===== config.mk =====
export PLATFORM = sky130hd
export DESIGN_NAME = dot_result_drain_flat
export DESIGN_NICKNAME = d
export VERILOG_FILES = /design/src/rtl/dot_result_drain_if.sv /design/src/rtl/dot_result_drain.sv /design/src/flat_wrapper.sv
export SDC_FILE = /design/constraint.sdc
export NUM_CORES = 1
export LEC_CHECK = 0
export ABC_AREA = 0
export CORE_MARGIN = 2
export CORE_UTILIZATION = 35
export CTS_BUF_LIST = sky130_fd_sc_hd__clkbuf_4 sky130_fd_sc_hd__clkbuf_8 sky130_fd_sc_hd__clkbuf_16
export CTS_CLUSTER_DIAMETER = 50
export CTS_CLUSTER_SIZE = 10
export DETAILED_ROUTE_END_ITERATION = 8
export PLACE_DENSITY = 0.65
export SLEW_MARGIN = 10
export SYNTH_ARGS = -nofsm -noshare
export SYNTH_HDL_FRONTEND = slang
export SYNTH_SLANG_ARGS = --single-unit

===== constraint.sdc =====
create_clock -name clk -period 3.38 [get_ports clk]
set_input_delay 0.507 -clock clk [delete_from_list [all_inputs] [get_ports clk]]
set_output_delay 0.507 -clock clk [all_outputs]
set_load 0.005 [all_outputs]

===== src/rtl/dot_result_drain_if.sv =====
// Handshake bundle linking the drain stage to its controller, the accumulator bank and the write sink.
interface dot_result_drain_if #(
  parameter int PE_COUNT   = 4,
  parameter int DATA_WIDTH = 32,
  parameter int ADDR_WIDTH = 8
);
  localparam int CountWidth = $clog2(PE_COUNT) + 1;

  logic                                 start;
  logic [PE_COUNT-1:0][DATA_WIDTH-1:0]  dot_in;
  logic [ADDR_WIDTH-1:0]                base_addr;
  logic [CountWidth-1:0]                count;
  logic                                 wr_valid;
  logic                                 wr_ready;
  logic [ADDR_WIDTH-1:0]                wr_addr;
  logic [DATA_WIDTH-1:0]                wr_data;
  logic                                 busy;
  logic                                 done;

  modport master (
    output start, dot_in, base_addr, count, wr_ready,
    input  wr_valid, wr_addr, wr_data, busy, done
  );

  modport slave (
    input  start, dot_in, base_addr, count, wr_ready,
    output wr_valid, wr_addr, wr_data, busy, done
  );
endinterface


===== src/rtl/dot_result_drain.sv =====
// Snapshots the accumulator result vector and streams the selected lanes out over a valid/ready write port.
// Optional macro DOT_DRAIN_RELU_EN clamps negative lanes to zero as they are captured.
module dot_result_drain #(
  parameter int PE_COUNT   = 4,
  parameter int DATA_WIDTH = 32,
  parameter int ADDR_WIDTH = 8
) (
  input logic                clk,
  input logic                rstn,
  dot_result_drain_if.slave  bus
);
  localparam int CW = $clog2(PE_COUNT) + 1;
  localparam int IW = $clog2(PE_COUNT);

  typedef enum logic [1:0] {IDLE, DRAIN, DONE} state_e;

  state_e                               state_q, state_d;
  logic [PE_COUNT-1:0][DATA_WIDTH-1:0]  snap_q, snap_d;
  logic [ADDR_WIDTH-1:0]                base_q, base_d;
  logic [CW-1:0]                        cnt_q, cnt_d;
  logic [CW-1:0]                        lane_q, lane_d;
  logic                                 wr_valid_q, wr_valid_d;
  logic [ADDR_WIDTH-1:0]                wr_addr_q, wr_addr_d;
  logic [DATA_WIDTH-1:0]                wr_data_q, wr_data_d;
  logic                                 busy_q, busy_d;
  logic                                 done_q, done_d;

  function automatic logic [DATA_WIDTH-1:0] capture(input logic [DATA_WIDTH-1:0] v);
`ifdef DOT_DRAIN_RELU_EN
    capture = v[DATA_WIDTH-1] ? '0 : v;
`else
    capture = v;
`endif
  endfunction

  always_ff @(posedge clk) begin
    if (!rstn) begin
      state_q    <= IDLE;
      snap_q     <= '0;
      base_q     <= '0;
      cnt_q      <= '0;
      lane_q     <= '0;
      wr_valid_q <= 1'b0;
      wr_addr_q  <= '0;
      wr_data_q  <= '0;
      busy_q     <= 1'b0;
      done_q     <= 1'b0;
    end else begin
      state_q    <= state_d;
      snap_q     <= snap_d;
      base_q     <= base_d;
      cnt_q      <= cnt_d;
      lane_q     <= lane_d;
      wr_valid_q <= wr_valid_d;
      wr_addr_q  <= wr_addr_d;
      wr_data_q  <= wr_data_d;
      busy_q     <= busy_d;
      done_q     <= done_d;
    end
  end

  // Outputs are registered from the next-state values, so lane 0 appears the cycle after start.
  always_comb begin
    state_d = state_q;
    snap_d  = snap_q;
    base_d  = base_q;
    cnt_d   = cnt_q;
    lane_d  = lane_q;

    case (state_q)
      IDLE: begin
        if (bus.start) begin
          for (int i = 0; i < PE_COUNT; i++) begin
            snap_d[i] = capture(bus.dot_in[i]);
          end
          base_d  = bus.base_addr;
          cnt_d   = (bus.count > CW'(PE_COUNT)) ? CW'(PE_COUNT) : bus.count;
          lane_d  = '0;
          state_d = (cnt_d == '0) ? DONE : DRAIN;
        end
      end
      DRAIN: begin
        if (wr_valid_q && bus.wr_ready) begin
          lane_d = lane_q + CW'(1);
          if (lane_q == cnt_q - CW'(1)) begin
            state_d = DONE;
          end
        end
      end
      DONE:    state_d = IDLE;
      default: state_d = IDLE;
    endcase

    wr_valid_d = (state_d == DRAIN);
    wr_addr_d  = wr_valid_d ? base_d + ADDR_WIDTH'(lane_d) : '0;
    wr_data_d  = wr_valid_d ? snap_d[lane_d[IW-1:0]] : '0;
    busy_d     = (state_d != IDLE);
    done_d     = (state_d == DONE);
  end

  assign bus.wr_valid = wr_valid_q;
  assign bus.wr_addr  = wr_addr_q;
  assign bus.wr_data  = wr_data_q;
  assign bus.busy     = busy_q;
  assign bus.done     = done_q;
endmodule


===== src/flat_wrapper.sv =====
// flat-port wrapper written by rule: the top's interface ports become plain ports
module dot_result_drain_flat 
#(
  parameter int PE_COUNT   = 4,
  parameter int DATA_WIDTH = 32,
  parameter int ADDR_WIDTH = 8
)
  (clk, rstn, bus_start, bus_dot_in, bus_base_addr, bus_count, bus_wr_ready, bus_wr_valid, bus_wr_addr, bus_wr_data, bus_busy, bus_done);
  dot_result_drain_if #(.PE_COUNT(PE_COUNT), .DATA_WIDTH(DATA_WIDTH), .ADDR_WIDTH(ADDR_WIDTH)) bus_i ();
  input logic clk;
  input logic rstn;
  input wire logic [$bits(bus_i.start)-1:0] bus_start;
  input wire logic [$bits(bus_i.dot_in)-1:0] bus_dot_in;
  input wire logic [$bits(bus_i.base_addr)-1:0] bus_base_addr;
  input wire logic [$bits(bus_i.count)-1:0] bus_count;
  input wire logic [$bits(bus_i.wr_ready)-1:0] bus_wr_ready;
  output wire logic [$bits(bus_i.wr_valid)-1:0] bus_wr_valid;
  output wire logic [$bits(bus_i.wr_addr)-1:0] bus_wr_addr;
  output wire logic [$bits(bus_i.wr_data)-1:0] bus_wr_data;
  output wire logic [$bits(bus_i.busy)-1:0] bus_busy;
  output wire logic [$bits(bus_i.done)-1:0] bus_done;
  assign bus_i.start = bus_start;
  assign bus_i.dot_in = bus_dot_in;
  assign bus_i.base_addr = bus_base_addr;
  assign bus_i.count = bus_count;
  assign bus_i.wr_ready = bus_wr_ready;
  assign bus_wr_valid = bus_i.wr_valid;
  assign bus_wr_addr = bus_i.wr_addr;
  assign bus_wr_data = bus_i.wr_data;
  assign bus_busy = bus_i.busy;
  assign bus_done = bus_i.done;
  dot_result_drain #(.PE_COUNT(PE_COUNT), .DATA_WIDTH(DATA_WIDTH), .ADDR_WIDTH(ADDR_WIDTH)) u_core (.clk(clk), .rstn(rstn), .bus(bus_i));
endmodule

==> metrics, run 1 <==
Area contributors post-synth dfxtp_1 48%, mux2i_1 17%, nor2b_1 11%, nand2_1 6.9%, nand3_1 4.3%; routed vias approximately 6200; post-synth top area cell dfxtp_1; Cell Chain, Critical Path ha_1, and4b_1, o21ai_0, and2_2, xnor2_1, ha_1, a211oi_2, or4_1, a21oi_1; nets@finish ~1200; FMAX about 370 MHz; DR DRC count 0; TNS Setup 0 ns; syn_nets just under 1000; Starting Density 0.3585; Post-DP Area a little under 10000 um2; layout cells sized above 1 0.05709; IO buf count ~190; clk_lat worst skew roughly 0.42 ns; worst endpoint required time 3.74 ns; min-delay worst type flop to flop; sequential element share of the synthesized area 0.4756; post-synthesis mux area share 0.1725; worst-path maximum fanout 5; Max VDD drop 0.3073 mV; xor/xnor share of the synthesized area 0.008902; worst clock skew roughly 0.0085 ns; pin count of the biggest net entering global routing between 100 and 150; Reg area ~3700 um2; drt total wl approximately 20 mm; Yosys top cell area share 0.4756; row count between 50 and 60; Worst Setup End Kind flop; Detailed Route Iter0 Violations between 200 and 250; max cap viols 0; GP Congestion 0.7646; Post-Route Utilization 0.4791; vias in the first global route ~6300; H-tree levels 4; CP Launch Type flop; synthesized instance count between 800 and 900; CP top delay family simple AND/OR/NAND/NOR gates; Yosys cell types 50; clk sink count 187; largest family of logic cells by synthesized area simple AND/OR/NAND/NOR gates; Ports 186; Detail Placement HPWL about 13 mm; Core Area about 22000 um2; Die W about 150 um; PD cells 493.2 nW/um2; # resized after CTS 0; CTS tree yes; critical path depth 9; CTS root buf clkbuf_16; global-route wire length before repair about 33 mm; Cell Area, Synth a little under 8000 um2; GRT Util Overall 0.1758; Worst-Margin Slew 0.8059 ns; remaining antenna violation count 0; simple-gate share of the synthesized area 0.2500; Clk pin slew, worst setup/hold paths 0.07 ns; RSZ-0062 raised after global routing no; CTS Buf Count 17; Area Growth Syn to Fin 33.65%; Die Area 23710 um2; Final Critical Period ~2.7 ns; multi-input logic area approximately 3900 um2; Max clock buf depth 2; Remaining Overflow, GRT 0; slowest CP cell or4_1; critical path class flop to flop; Die Ht ~150 um; Post-synth EDFFs 0; CTS Hold Bufs 0; Static Leak 4.222 nW; worst hold slack 0.4910 ns; post-route cell area around 11000 um2; Relative slew margins 0.4627; Synth Register Bits between 150 and 200; Mean Syn Cell Area 9.293 um2; Max stage delay on crit path around 0.53 ns; period utilization 0.7904; Setup Viol. Count Final 0; DR pass1 iterations 4; crit path DAT just over 3 ns; initial antenna violation count 4; top_reg_cell synth dfxtp_1; Final Hold Fails 0; Setup Buffers After CTS 0; post-synthesis adder-cell area fraction 0.006358; Worst path most repeated cell ha_1; reg2reg path depth 9; Critical path buffers and inverters 0; ys async rst share 0; WL/cell around 16 um; total power a little over 0.005 W; depth of the worst hold-timing path 2; Fill cells roughly 2100; routed vias/inst around 4.8; status complete, no violations; Slew Limit Fails 0; YS warnings 0; complex-gate fraction of the synthesized area 0.05087
## power breakdown
part	leakage (nW)	total, W	switching [W]	internal, W
combinational	2.39	0.000782	0.000357	0.000424
clock	0.294	0.00202	0.000894	0.00113
sequential	1.53	0.00238	0.0000440	0.00234
## layout by cell type, fill, tap and decap left out, types with 3 or more instances in the layout
cell type,instances
a21boi_0,4
a21oi_1,36
and2_1,11
buf_4,11
clkbuf_16,17
clkdlybuf4s50_1,184
clkinv_2,3
clkinv_4,4
dfxtp_1,187
ha_1,4
inv_1,6
mux2i_1,132
nand2_1,143
nand2b_1,3
nand3_1,68
nand3b_1,3
nor2_1,9
nor2b_1,134
nor3_1,3
xnor2_1,5
xor2_1,3
## tightest hold or removal path, cell delays in order (launching register included)
cell and delay [ns]:
dfxtp_1 0.32, nand2_1 0.05, a21boi_0 0.07
## metrics by stage
step	std cells	worst slack [ns]
floorplan	847	0.7279
global placement	1265	0.4203
detailed placement	1265	0.3570
CTS	1296	0.7182
global route	1296	0.5222
finish	1298	0.7083
## kinds of logic after synthesis
kind of cell / after synthesis
xor gates and xnor gates: 8
adders and majority gates: 4
AOI/OAI and AO/OA: 62
buffers and inverters: 65
muxes: 135
and+or+nand+nor: 386
DFF: 187
## metal layers
layer,part of all wire,track usage
met1,0.45,0.2238
met2,0.47,0.2898
met3,0.065,0.06003
met4,0.0069,0.03694
met5,0.00064,0
## area by class of cell
| class | count | area share |
|---|---|---|
| diodes | 2 | 0.0004757 |
| clock buffers | 19 | 0.04246 |
| clock inverters | 12 | 0.01344 |
| inverters | 7 | 0.002498 |
| multi-input cells | 595 | 0.3671 |
| flip-flops and latches | 187 | 0.3559 |
| well taps | 280 | 0.03330 |
| repair buffers | 196 | 0.1848 |
## cells in the mapped netlist, drive strengths merged (2+ instances only)
library cell and n:
dfxtp 187, nand2 144, nor2b 134, mux2i 133, nand3 68, a21oi 36, buf 29, clkbuf 29
and2 12, nor2 9, inv 7, xnor2 5, a21boi 4, ha 4, a211oi 3, nand2b 3
nand3b 3, nor3 3, xor2 3, a311o 2, a31oi 2, and4b 2, mux2 2, o21a 2
## registers in the layout (all words and copies together) (netlist names)
name,flops
u_core.snap_q,128
u_core.bus.wr_data,32
u_core.base_q,8
u_core.bus.wr_addr,8
u_core.cnt_q,3
u_core.lane_q,3
u_core.state_q,2
u_core.bus.busy,1
u_core.bus.done,1
u_core.bus.wr_valid,1
## worst paths after layout
path,from,end,slack (ns)
worst min-delay path,u_core.cnt_q[2],u_core.cnt_q[2],0.49
worst max-delay path,u_core.lane_q[1],u_core.bus.wr_addr[6],0.71
worst max register to register,u_core.lane_q[1],u_core.bus.wr_addr[6],0.71
worst min register to register,u_core.cnt_q[2],u_core.cnt_q[2],0.49
(Power assumes the default switching activity.)
==> run 2, diff against run 1 <==
==> constraint.sdc (replaced) <==
create_clock -name clk -period 2.5 [get_ports clk]
set_input_delay 0.375 -clock clk [delete_from_list [all_inputs] [get_ports clk]]
set_output_delay 0.375 -clock clk [all_outputs]
set_load 0.005 [all_outputs]
==> run 2 against run 1 <==
Net effect: combinational power increased by 48%; routed wire length decreased by 0.34%; clock skew increased by 0.0039 ns; clock power increased by 38%; global-route usage decreased by 0.10 points; sequential share of layout area decreased by 1.5 points; via count increased by 1.5%; worst setup slack got worse by 0.53 ns; critical path depth decreased by 1; sequential power increased by 35%; cell count increased by 4.1%; critical endpoint unchanged; highest routed layer is now met4.
==> metrics, run 2 (same netlist as run 1, synthesis figures left out) <==
status complete, no violations; routed vias around 6300; Post-Route Utilization 0.5002; sw power about 0.0018 W; most flop-heavy register u_core.snap_q; end of the worst hold path u_core.lane_q[2]; Final Hold Fails 0; initial antenna violation count 1; global-route wire length before repair between 30 and 40 mm; row count 54; pin count of the biggest net entering global routing 112; Area Growth Syn to Fin 39.55%; Slew Limit Fails 0; DR pass1 iterations 5; Int Pwr between 0.005 and 0.006 W; Detailed Route Iter0 Violations about 240; Ports between 150 and 200; Worst-Margin Slew between 0.7 and 0.8 ns; CTS tree yes; slowest CP cell clkdlybuf4s50_1; worst endpoint required time approximately 2.9 ns; IO buf count 185; commonest non-fill, non-tap cell in the layout dfxtp_1; Die Area roughly 24000 um2; min-delay worst type input pin to flop; clk_lat worst skew ~0.42 ns; CTS Buf Count 17; Max clock buf depth 2; Cell Chain, Critical Path clkdlybuf4s50_1, nor3b_4, mux2_2, xnor2_1, ha_1, a211oi_2, or4_1, a21oi_1; WL/cell about 15 um; Final Critical Period ~2.3 ns; critical path class input pin to flop; vias in the first global route between 6000 and 7000; GRT Util Overall 0.1748; worst clock skew roughly 0.012 ns; Max stage delay on crit path around 0.55 ns; Critical path buffers and inverters 1; Crit Reg-Reg Startpoint u_core.state_q[1]; Die Ht approximately 150 um; H-tree levels 4; worst-path maximum fanout 4; commonest non-fill, non-tap cells in the layout 187 x dfxtp_1, 184 x clkdlybuf4s50_1, 143 x nand2_1, 134 x nor2b_1, 132 x mux2i_1; CTS root buf clkbuf_16; Max VDD drop just over 0.4 mV; # resized after CTS 0; Clk pwr share 0.389; FMAX ~430 MHz; Core Area 21960 um2; routed vias/inst 4.657; CP Launch Type input pin; Remaining Overflow, GRT 0; Worst Setup End Kind flop; min-delay src rstn; PD cells around 650 nW/um2; crit path DAT 2.68 ns; Cells after DPL between 1000 and 1500; CTS Hold Bufs 0; depth of the worst hold-timing path 2; reg2reg setup slack 0.23 ns; GP Congestion between 0.8 and 0.9; nets@finish approximately 1200; drt total wl 20.39 mm; Setup Buffers After CTS 0; Die W approximately 150 um; Starting Density 0.3585; Detail Placement HPWL roughly 13 mm; max cap viols 0; remaining antenna violation count 0; Crit Reg-Reg Endpoint u_core.bus.wr_addr[5]; period utilization 0.9283; max FFs per register between 100 and 150; Comb power frac 0.162; RSZ-0062 raised after global routing no; clk sink count ~190; final std cells w/o fill between 1000 and 1500; CP top delay family simple AND/OR/NAND/NOR gates; DR DRC count 0; Relative slew margins 0.4745; register share of total power 0.449; layout cells sized above 1 0.1056; Sw Share 0.2555; Static Leak between 4 and 5 nW; Setup Viol. Count Final 0; reg2reg path depth 10; Clk pin slew, worst setup/hold paths 0.07 ns
[run 2: final cells by class]
cell class / instances / area [um2]
Clock inverter: 15 / 177.7
Inverter: 7 / 26.28
Antenna cell: 1 / 2.502
Clock buffer: 17 / 425.4
Fill cell: 2019 / 10970
Multi-Input combinational cell: 595 / 3866
Tap cell: 280 / 350.3
Timing Repair Buffer: 249 / 2392
Sequential cell: 187 / 3744
[run 2: power groups by stage]
| stage | Clock, W | Combinational [W] | Sequential [W] |
|---|---|---|---|
| final | 0.00279 | 0.00116 | 0.00322 |
| after global routing | 0.00299 | 0.00128 | 0.00324 |
| after CTS | 0.00288 | 0.00118 | 0.00322 |
| after detailed placement | 0 | 0.00117 | 0.00329 |
| after global placement | 0 | 0.00116 | 0.00329 |
| after floorplan | 0 | 0.000612 | 0.00328 |
[run 2: worst max path at each step]
| stage | startpoint | to | slack [ns] | cells past startpoint |
|---|---|---|---|---|
| floorplan | u_core.lane_q[0] | u_core.bus.wr_addr[6] | 0.01 | 11 |
| global placement | bus_start | u_core.bus.wr_addr[6] | -0.17 | 8 |
| detailed placement | bus_wr_ready | u_core.bus.wr_addr[5] | -0.19 | 11 |
| CTS | u_core.state_q[1] | u_core.bus.wr_addr[5] | 0.22 | 10 |
| global route | u_core.state_q[1] | u_core.bus.wr_addr[5] | 0.05 | 10 |
| finish | bus_start | u_core.bus.wr_addr[6] | 0.18 | 8 |
[run 2: metal layers]
layer	GRT usage	wire length, um	vias to the layer above	part of all wire
met5	0	0	-	0
met4	0.04628	237	0	0.012
met3	0.05242	1102	16	0.054
met2	0.2972	9624	148	0.47
met1	0.2157	9427	2885	0.46
li1	-	-	3243	-
[run 2: worst reg2reg max path, stage by stage, from the launching register on]
cell	delay, ns
dfxtp_1	0.50
nor2_1	0.09
mux2_2	0.28
a22oi_2	0.22
inv_2	0.06
ha_1	0.24
a21oi_1	0.15
a2bb2oi_1	0.11
a31oi_1	0.31
nor4_1	0.08
nor3_1	0.17
[run 2: stage by stage]
stage | total power (W) | setup slack [ns] | hold WS, ns | cell area [um2] | setup TNS (ns)
floorplan | 0.003892 | 0.01449 | 0.4410 | 7879 | 0
global placement | 0.004452 | -0.1722 | 0.4573 | 10380 | -2.940
detailed placement | 0.004461 | -0.1876 | 0.4604 | 10380 | -4.303
CTS | 0.007277 | 0.2174 | 0.3533 | 10980 | 0
global route | 0.007515 | 0.04693 | 0.3817 | 10980 | 0
finish | 0.007179 | 0.1792 | 0.3800 | 10980 | 0
